### config.mk
export PLATFORM = sky130hd
export DESIGN_NAME = perm_job_sequencer
export DESIGN_NICKNAME = d
export VERILOG_FILES = /design/src/rtl/perm_job_sequencer.sv
export SDC_FILE = /design/constraint.sdc
export NUM_CORES = 2
export LEC_CHECK = 0
export ABC_AREA = 1
export BUFFER_PORTS_ARGS = -buffer_cell sky130_fd_sc_hd__buf_2
export CORE_ASPECT_RATIO = 1.1
export CORE_MARGIN = 2
export CORE_UTILIZATION = 35
export DETAILED_ROUTE_END_ITERATION = 16
export GPL_ROUTABILITY_DRIVEN = 1
export MAX_ROUTING_LAYER = met4
export PLACE_DENSITY = 0.46
export SYNTH_ARGS = -nofsm -noshare
export SYNTH_HDL_FRONTEND = slang
export SYNTH_SLANG_ARGS = --single-unit
export TNS_END_PERCENT = 50
### constraint.sdc
create_clock -name clk -period 5 [get_ports clk]
set_clock_uncertainty 0.1 [all_clocks]
set_input_delay 0.25 -clock clk [delete_from_list [all_inputs] [get_ports clk]]
set_output_delay 0.25 -clock clk [all_outputs]
set_load 0.005 [all_outputs]
### src/rtl/perm_job_sequencer.sv
`default_nettype none
// =====================================================================
// Module   : perm_job_sequencer
// Purpose  : Buffers one 64-line job, drives a permutation_func core
//            through reset/start/run and collects its writes in a FIFO.
// Revision : 1.0  initial release
// =====================================================================
module perm_job_sequencer #(
    parameter int NWORDS    = 64,
    parameter int OUT_DEPTH = 64,
    parameter int RST_CYC   = 3,
    parameter int TIMEOUT   = 8191
) (
    input  logic        clk,
    input  logic        rst,
    input  logic        ld_valid,
    input  logic [24:0] ld_data,
    input  logic        ld_last,
    output logic        ld_ready,
    output logic        out_valid,
    output logic [24:0] out_data,
    input  logic        out_ready,
    output logic        busy,
    output logic        job_done,
    output logic        err_ovf,
    output logic        err_tmo,
    output logic        core_rst,
    output logic        core_start,
    input  logic        core_done,
    input  logic [6:0]  core_cnt,
    output logic [24:0] core_line_in,
    input  logic        core_wr_en,
    input  logic [24:0] core_wr_val
);
    localparam int c_AW = $clog2(NWORDS);
    localparam int c_FW = $clog2(OUT_DEPTH);
    localparam int c_TW = $clog2(TIMEOUT + 1);
    localparam int c_CW = $clog2(RST_CYC + 1);
    localparam logic [c_AW-1:0] c_LAST     = c_AW'(NWORDS - 1);
    localparam logic [c_FW:0]   c_FULL     = (c_FW + 1)'(OUT_DEPTH);
    localparam logic [c_CW-1:0] c_CRST_END = c_CW'(RST_CYC - 1);
    localparam logic [c_TW-1:0] c_TMO_END  = c_TW'(TIMEOUT - 1);

    typedef enum logic [2:0] {
        S_LOAD  = 3'd0,
        S_ZFILL = 3'd1,
        S_CRST  = 3'd2,
        S_RUN   = 3'd3,
        S_DONE  = 3'd4
    } state_t;

    state_t            state_q, state_d;
    logic [c_AW-1:0]   wptr_q, wptr_d;
    logic [c_CW-1:0]   crst_cnt_q, crst_cnt_d;
    logic [c_TW-1:0]   tmo_cnt_q, tmo_cnt_d;
    logic [24:0]       line_buf_q [NWORDS];
    logic [24:0]       fifo_mem_q [OUT_DEPTH];
    logic [c_FW-1:0]   rd_ptr_q, wr_ptr_q;
    logic [c_FW:0]     count_q, count_d;
    logic              wr_en_q, done_q;
    logic              out_valid_q, ld_ready_q, busy_q, job_done_q;
    logic              err_ovf_q, err_tmo_q, core_rst_q, core_start_q;

    logic              w_buf_we;
    logic [24:0]       w_buf_wdata;
    logic              w_set_done, w_set_tmo;
    logic              w_done_rise, w_cap, w_full, w_push, w_pop;
    logic [6:0]        w_line_addr;

    assign w_done_rise = core_done & ~done_q;
    assign w_cap       = (state_q == S_RUN) & core_wr_en & ~wr_en_q;
    assign w_full      = (count_q == c_FULL);
    assign w_push      = w_cap & ~w_full;
    assign w_pop       = out_ready & out_valid_q;

    always_comb begin
        state_d     = state_q;
        wptr_d      = wptr_q;
        crst_cnt_d  = '0;
        tmo_cnt_d   = '0;
        w_buf_we    = 1'b0;
        w_buf_wdata = '0;
        w_set_done  = 1'b0;
        w_set_tmo   = 1'b0;
        case (state_q)
            S_LOAD: begin
                if (ld_valid && ld_ready_q) begin
                    w_buf_we    = 1'b1;
                    w_buf_wdata = ld_data;
                    if (wptr_q == c_LAST) begin
                        state_d = S_CRST;
                    end else begin
                        wptr_d = wptr_q + 1'b1;
                        if (ld_last) state_d = S_ZFILL;
                    end
                end
            end
            S_ZFILL: begin
                w_buf_we = 1'b1;
                if (wptr_q == c_LAST) state_d = S_CRST;
                else                  wptr_d  = wptr_q + 1'b1;
            end
            S_CRST: begin
                if (crst_cnt_q == c_CRST_END) state_d    = S_RUN;
                else                          crst_cnt_d = crst_cnt_q + 1'b1;
            end
            S_RUN: begin
                // A done edge in the expiry cycle still counts as success
                if (w_done_rise) begin
                    state_d    = S_DONE;
                    w_set_done = 1'b1;
                end else if (tmo_cnt_q == c_TMO_END) begin
                    state_d   = S_DONE;
                    w_set_tmo = 1'b1;
                end else begin
                    tmo_cnt_d = tmo_cnt_q + 1'b1;
                end
            end
            S_DONE: begin
                wptr_d  = '0;
                state_d = S_LOAD;
            end
            default: state_d = S_LOAD;
        endcase
    end

    always_comb begin
        count_d = count_q;
        case ({w_push, w_pop})
            2'b10:   count_d = count_q + 1'b1;
            2'b01:   count_d = count_q - 1'b1;
            default: count_d = count_q;
        endcase
    end

    always_ff @(posedge clk) begin
        if (!rst) begin
            state_q      <= S_LOAD;
            wptr_q       <= '0;
            crst_cnt_q   <= '0;
            tmo_cnt_q    <= '0;
            wr_en_q      <= 1'b0;
            done_q       <= 1'b0;
            rd_ptr_q     <= '0;
            wr_ptr_q     <= '0;
            count_q      <= '0;
            out_valid_q  <= 1'b0;
            ld_ready_q   <= 1'b1;
            busy_q       <= 1'b0;
            job_done_q   <= 1'b0;
            err_ovf_q    <= 1'b0;
            err_tmo_q    <= 1'b0;
            core_rst_q   <= 1'b1;
            core_start_q <= 1'b0;
        end else begin
            state_q      <= state_d;
            wptr_q       <= wptr_d;
            crst_cnt_q   <= crst_cnt_d;
            tmo_cnt_q    <= tmo_cnt_d;
            wr_en_q      <= core_wr_en;
            done_q       <= core_done;
            if (w_push) wr_ptr_q <= wr_ptr_q + 1'b1;
            if (w_pop)  rd_ptr_q <= rd_ptr_q + 1'b1;
            count_q      <= count_d;
            out_valid_q  <= (count_d != '0);
            // Status outputs follow the next state so they line up with it
            ld_ready_q   <= (state_d == S_LOAD);
            busy_q       <= (state_d != S_LOAD);
            core_rst_q   <= (state_d != S_RUN);
            core_start_q <= (state_d == S_RUN);
            job_done_q   <= w_set_done;
            if (w_cap && w_full) err_ovf_q <= 1'b1;
            if (w_set_tmo)       err_tmo_q <= 1'b1;
        end
    end

    always_ff @(posedge clk) begin
        if (w_buf_we) line_buf_q[wptr_q]   <= w_buf_wdata;
        if (w_push)   fifo_mem_q[wr_ptr_q] <= core_wr_val;
    end

    // Core counts lines from 63 upward; anything past the buffer reads as zero
    assign w_line_addr  = core_cnt - 7'd63;
    assign core_line_in = ({1'b0, w_line_addr} < 8'(NWORDS))
                          ? line_buf_q[w_line_addr[c_AW-1:0]] : '0;

    assign out_data   = fifo_mem_q[rd_ptr_q];
    assign out_valid  = out_valid_q;
    assign ld_ready   = ld_ready_q;
    assign busy       = busy_q;
    assign job_done   = job_done_q;
    assign err_ovf    = err_ovf_q;
    assign err_tmo    = err_tmo_q;
    assign core_rst   = core_rst_q;
    assign core_start = core_start_q;

endmodule
`default_nettype wire

==> qor.txt <==
Layout net count = 11,009
DP Wirelength = 214,000 um
Seq cells post-synth = 3,259
Final setup fails = 0
Die ar. = 0.379 mm^2
Initial Utilization = 35.1%
Critical-path cell list = inv_16 -> buf_4 -> o21ai_0 -> o22ai_1 -> nand2_1 -> nand2_1 -> nand2_1 -> nand3_1 -> nand3_1 -> nand2_1 -> buf_2
Unrepaired setup endpoints after global routing = false
Top-level port count = 122
Worst Max-Slew Pin Slew = 1.31 ns
Post-synthesis sequential area ratio = 74.3%
Vias per cell = 5.26
Placer Congestion = 0.807
Crit path max-delay cell type = dfxtp_4
Worst path max stage delay = 0.50 ns
Inserted Clock Buffers = 353
Height of the die = 645 um
Area growth, synth to finish = 14.5%
Worst setup margin = 0.407 ns
Synth Area per Inst = 12.1 um^2
Top-count cell post-synth = edfxtp_1
Final Critical Period = 4.59 ns
Antenna-violating nets left = 0
Crit Path Max Fanout = 183
H-tree levels = 5
Pre-CTS setup slack = 1.04 ns
R2R Path End = fifo_mem_q[59][24]
Row cnt = 235
Library cells used by synthesis = 35
Flop2flop setup slack = 1.40 ns
Vias in the first global route = 83,591
Status = complete, no violations
Clk pin slew, worst setup/hold paths = 0.06 ns
Most frequent cells after synthesis = 3,200 x edfxtp_1, 2,025 x nor2_1, 1,660 x nand2_1
EDFF count, synth = 3,200
Fmax achieved = 0.218 GHz
Setup TNS = 0 ns
Final Max Slew Viols = 0
Worst skew pair latency = 0.96 ns
Rel. slew slack = 12.6%
Die Width = 587 um
Clk root buf = clkbuf_16
CP required = 4.65 ns
Fraction of synthesis flops using an asynchronous set or reset pin = 0%
Total track usage = 21.8%
Crit path DAT = 4.24 ns
Initial antenna violation count = 12
Post-Route WL = 412,000 um
Fill cells = 35,175
DR vias = 85,191
Setup bufs post-CTS = 0
Fin. Hold Viols = 0
Placed insts = 15,506
Peak supply drop = 0.000307 V
Router iterations before antenna repair = 8
Top post-synthesis cells by area = edfxtp_1 73%, nor2_1 5.8%, nand2_1 4.8%
Top_reg_cell synth = edfxtp_1
Maxcap violations = 0
Largest net degree at the start of global routing = 184
Yosys warns = 0
Clock Path Buffers = 4
Core box area = 0.372 mm^2
Post-synth top area cell = edfxtp_1
Critical path type = reg -> out
Synthesized area = 0.131 mm^2
WL/cell = 25.5 um
Synthesized instance count = 10,797
GRT overflow = 0
Pleak = 51.0 nW
Global-route wire length before repair = 593,000 um
Residual DRC count = 0
Clock sinks = 3,259
Critical Path End = out_data[24]
Iter 0 DRT Violations = 7,960
Share of layout cells above drive strength 1 = 9.78%
R2R Path Start = state_q[0]
Reg2Reg Depth = 9
Top-area cell type share of the netlist area = 73.4%
Cell Pwr Density = 426 mW/mm^2
Non-Filler Instances = 16,199
Crit share post-route = 91.9%
Setup crit end kind = output pin
Min Hold Slack = 0.0508 ns
HP Class = in -> reg
TritonCTS clock tree = yes
PortBufs = 121
Crit path top cell by count = nand2_1
Setup crit start kind = flip-flop
Total power = 63.9 mW
Post-synth net total = 10,871
==> how the worst min path moves through the flow <==
| stage | from | endpoint | slack, ns | cells after the start |
|---|---|---|---|---|
| after floorplan | core_done | done_q | 0.24 | 2 |
| after detailed placement | crst_cnt_q[0] | crst_cnt_q[0] | 0.32 | 1 |
| after global routing | ld_data[10] | line_buf_q[37][10] | 0.07 | 4 |
| after CTS | ld_data[17] | line_buf_q[60][17] | 0.008 | 4 |
| final | ld_data[17] | line_buf_q[60][17] | 0.05 | 4 |
| after global placement | crst_cnt_q[0] | crst_cnt_q[0] | 0.31 | 1 |
==> worst max-delay path, delay by kind of cell (launching register included) <==
kind | cells | cell delay (ns)
AOI/OAI and AO/OA | 2 | 0.27
buffers and inverters | 3 | 0.93
DFF | 1 | 0.50
and+or+nand+nor | 6 | 1.08
==> per-layer routing <==
| metal | share of wire (%) | vias up | GRT usage [%] |
|---|---|---|---|
| li1 | - | 38892 | - |
| met1 | 42 | 43335 | 27.4 |
| met2 | 50 | 2403 | 37.1 |
| met3 | 5.2 | 561 | 2.87 |
| met4 | 2.9 | 0 | 6.00 |
| met5 | 0 | - | - |
==> stage by stage <==
step / area [um^2] / util [%]
global placement: 138000 / 37.1
finish: 150000 / 40.3
global route: 150000 / 40.3
CTS: 150000 / 40.3
floorplan: 131000 / -
detailed placement: 138000 / 37.1
==> cells by family after synthesis <==
group           after synthesis  share of synthesized area [%]
fa+ha+maj                    10                         0.0956
flops                      3259                           74.3
buf+inv                     937                           3.12
xor+xnor                     11                         0.0736
simple gates               4632                           14.2
compound gates             1948                           8.15
==> power by group <==
part | switching [mW] | total [mW] | internal (mW)
Combinational | 5.87 | 8.15 | 2.28
Clock | 10.9 | 25.5 | 14.6
Sequential | 0.0772 | 30.3 | 30.2
Total | 16.9 | 63.9 | 47.0
==> flip-flops by register name (all words and copies together) (netlist names), 3 cells and up, named ones only <==
name        cells
count_q         7
fifo_mem_q   1600
line_buf_q   1600
rd_ptr_q        6
state_q         3
tmo_cnt_q      13
wptr_q          6
wr_ptr_q        6
==> cell type report <==
cell class,count,area (um^2),share of cell area [%]
timing repair buffer,488,4170,2.79
antenna,7,17.5,0.0117
tap,4977,6230,4.16
inverter,232,928,0.620
sequential,3259,97300,64.9
multi-input combinational,6601,30100,20.1
clock inverter,193,1780,1.19
clock buffer,442,9340,6.23
==> repair_timing <==
action	4_1_cts	5_1_grt
hold buffers	51	0
resized for setup	0	0
endpoints found under the hold margin	1639	0
setup endpoints to repair	0	0
==> layout by cell type, fill, tap and decap left out, types with 73 or more instances in the layout <==
| cell type | synthesis | final |
|---|---|---|
| clkbuf_1 | 437 | 81 |
| buf_2 | 128 | 120 |
| clkbuf_16 | 0 | 361 |
| nor2_2 | 0 | 118 |
| nand2_1 | 1660 | 1660 |
| o211ai_1 | 156 | 156 |
| clkinv_1 | 1 | 73 |
| buf_4 | 52 | 262 |
| nand3_1 | 920 | 920 |
| o21ai_0 | 1235 | 1235 |
| o21ai_1 | 100 | 100 |
| o22ai_1 | 400 | 400 |
| edfxtp_1 | 3200 | 3200 |
| inv_1 | 227 | 220 |
| nor2_1 | 2025 | 1874 |
No activity file was read; power rests on OpenSTA's default activity.
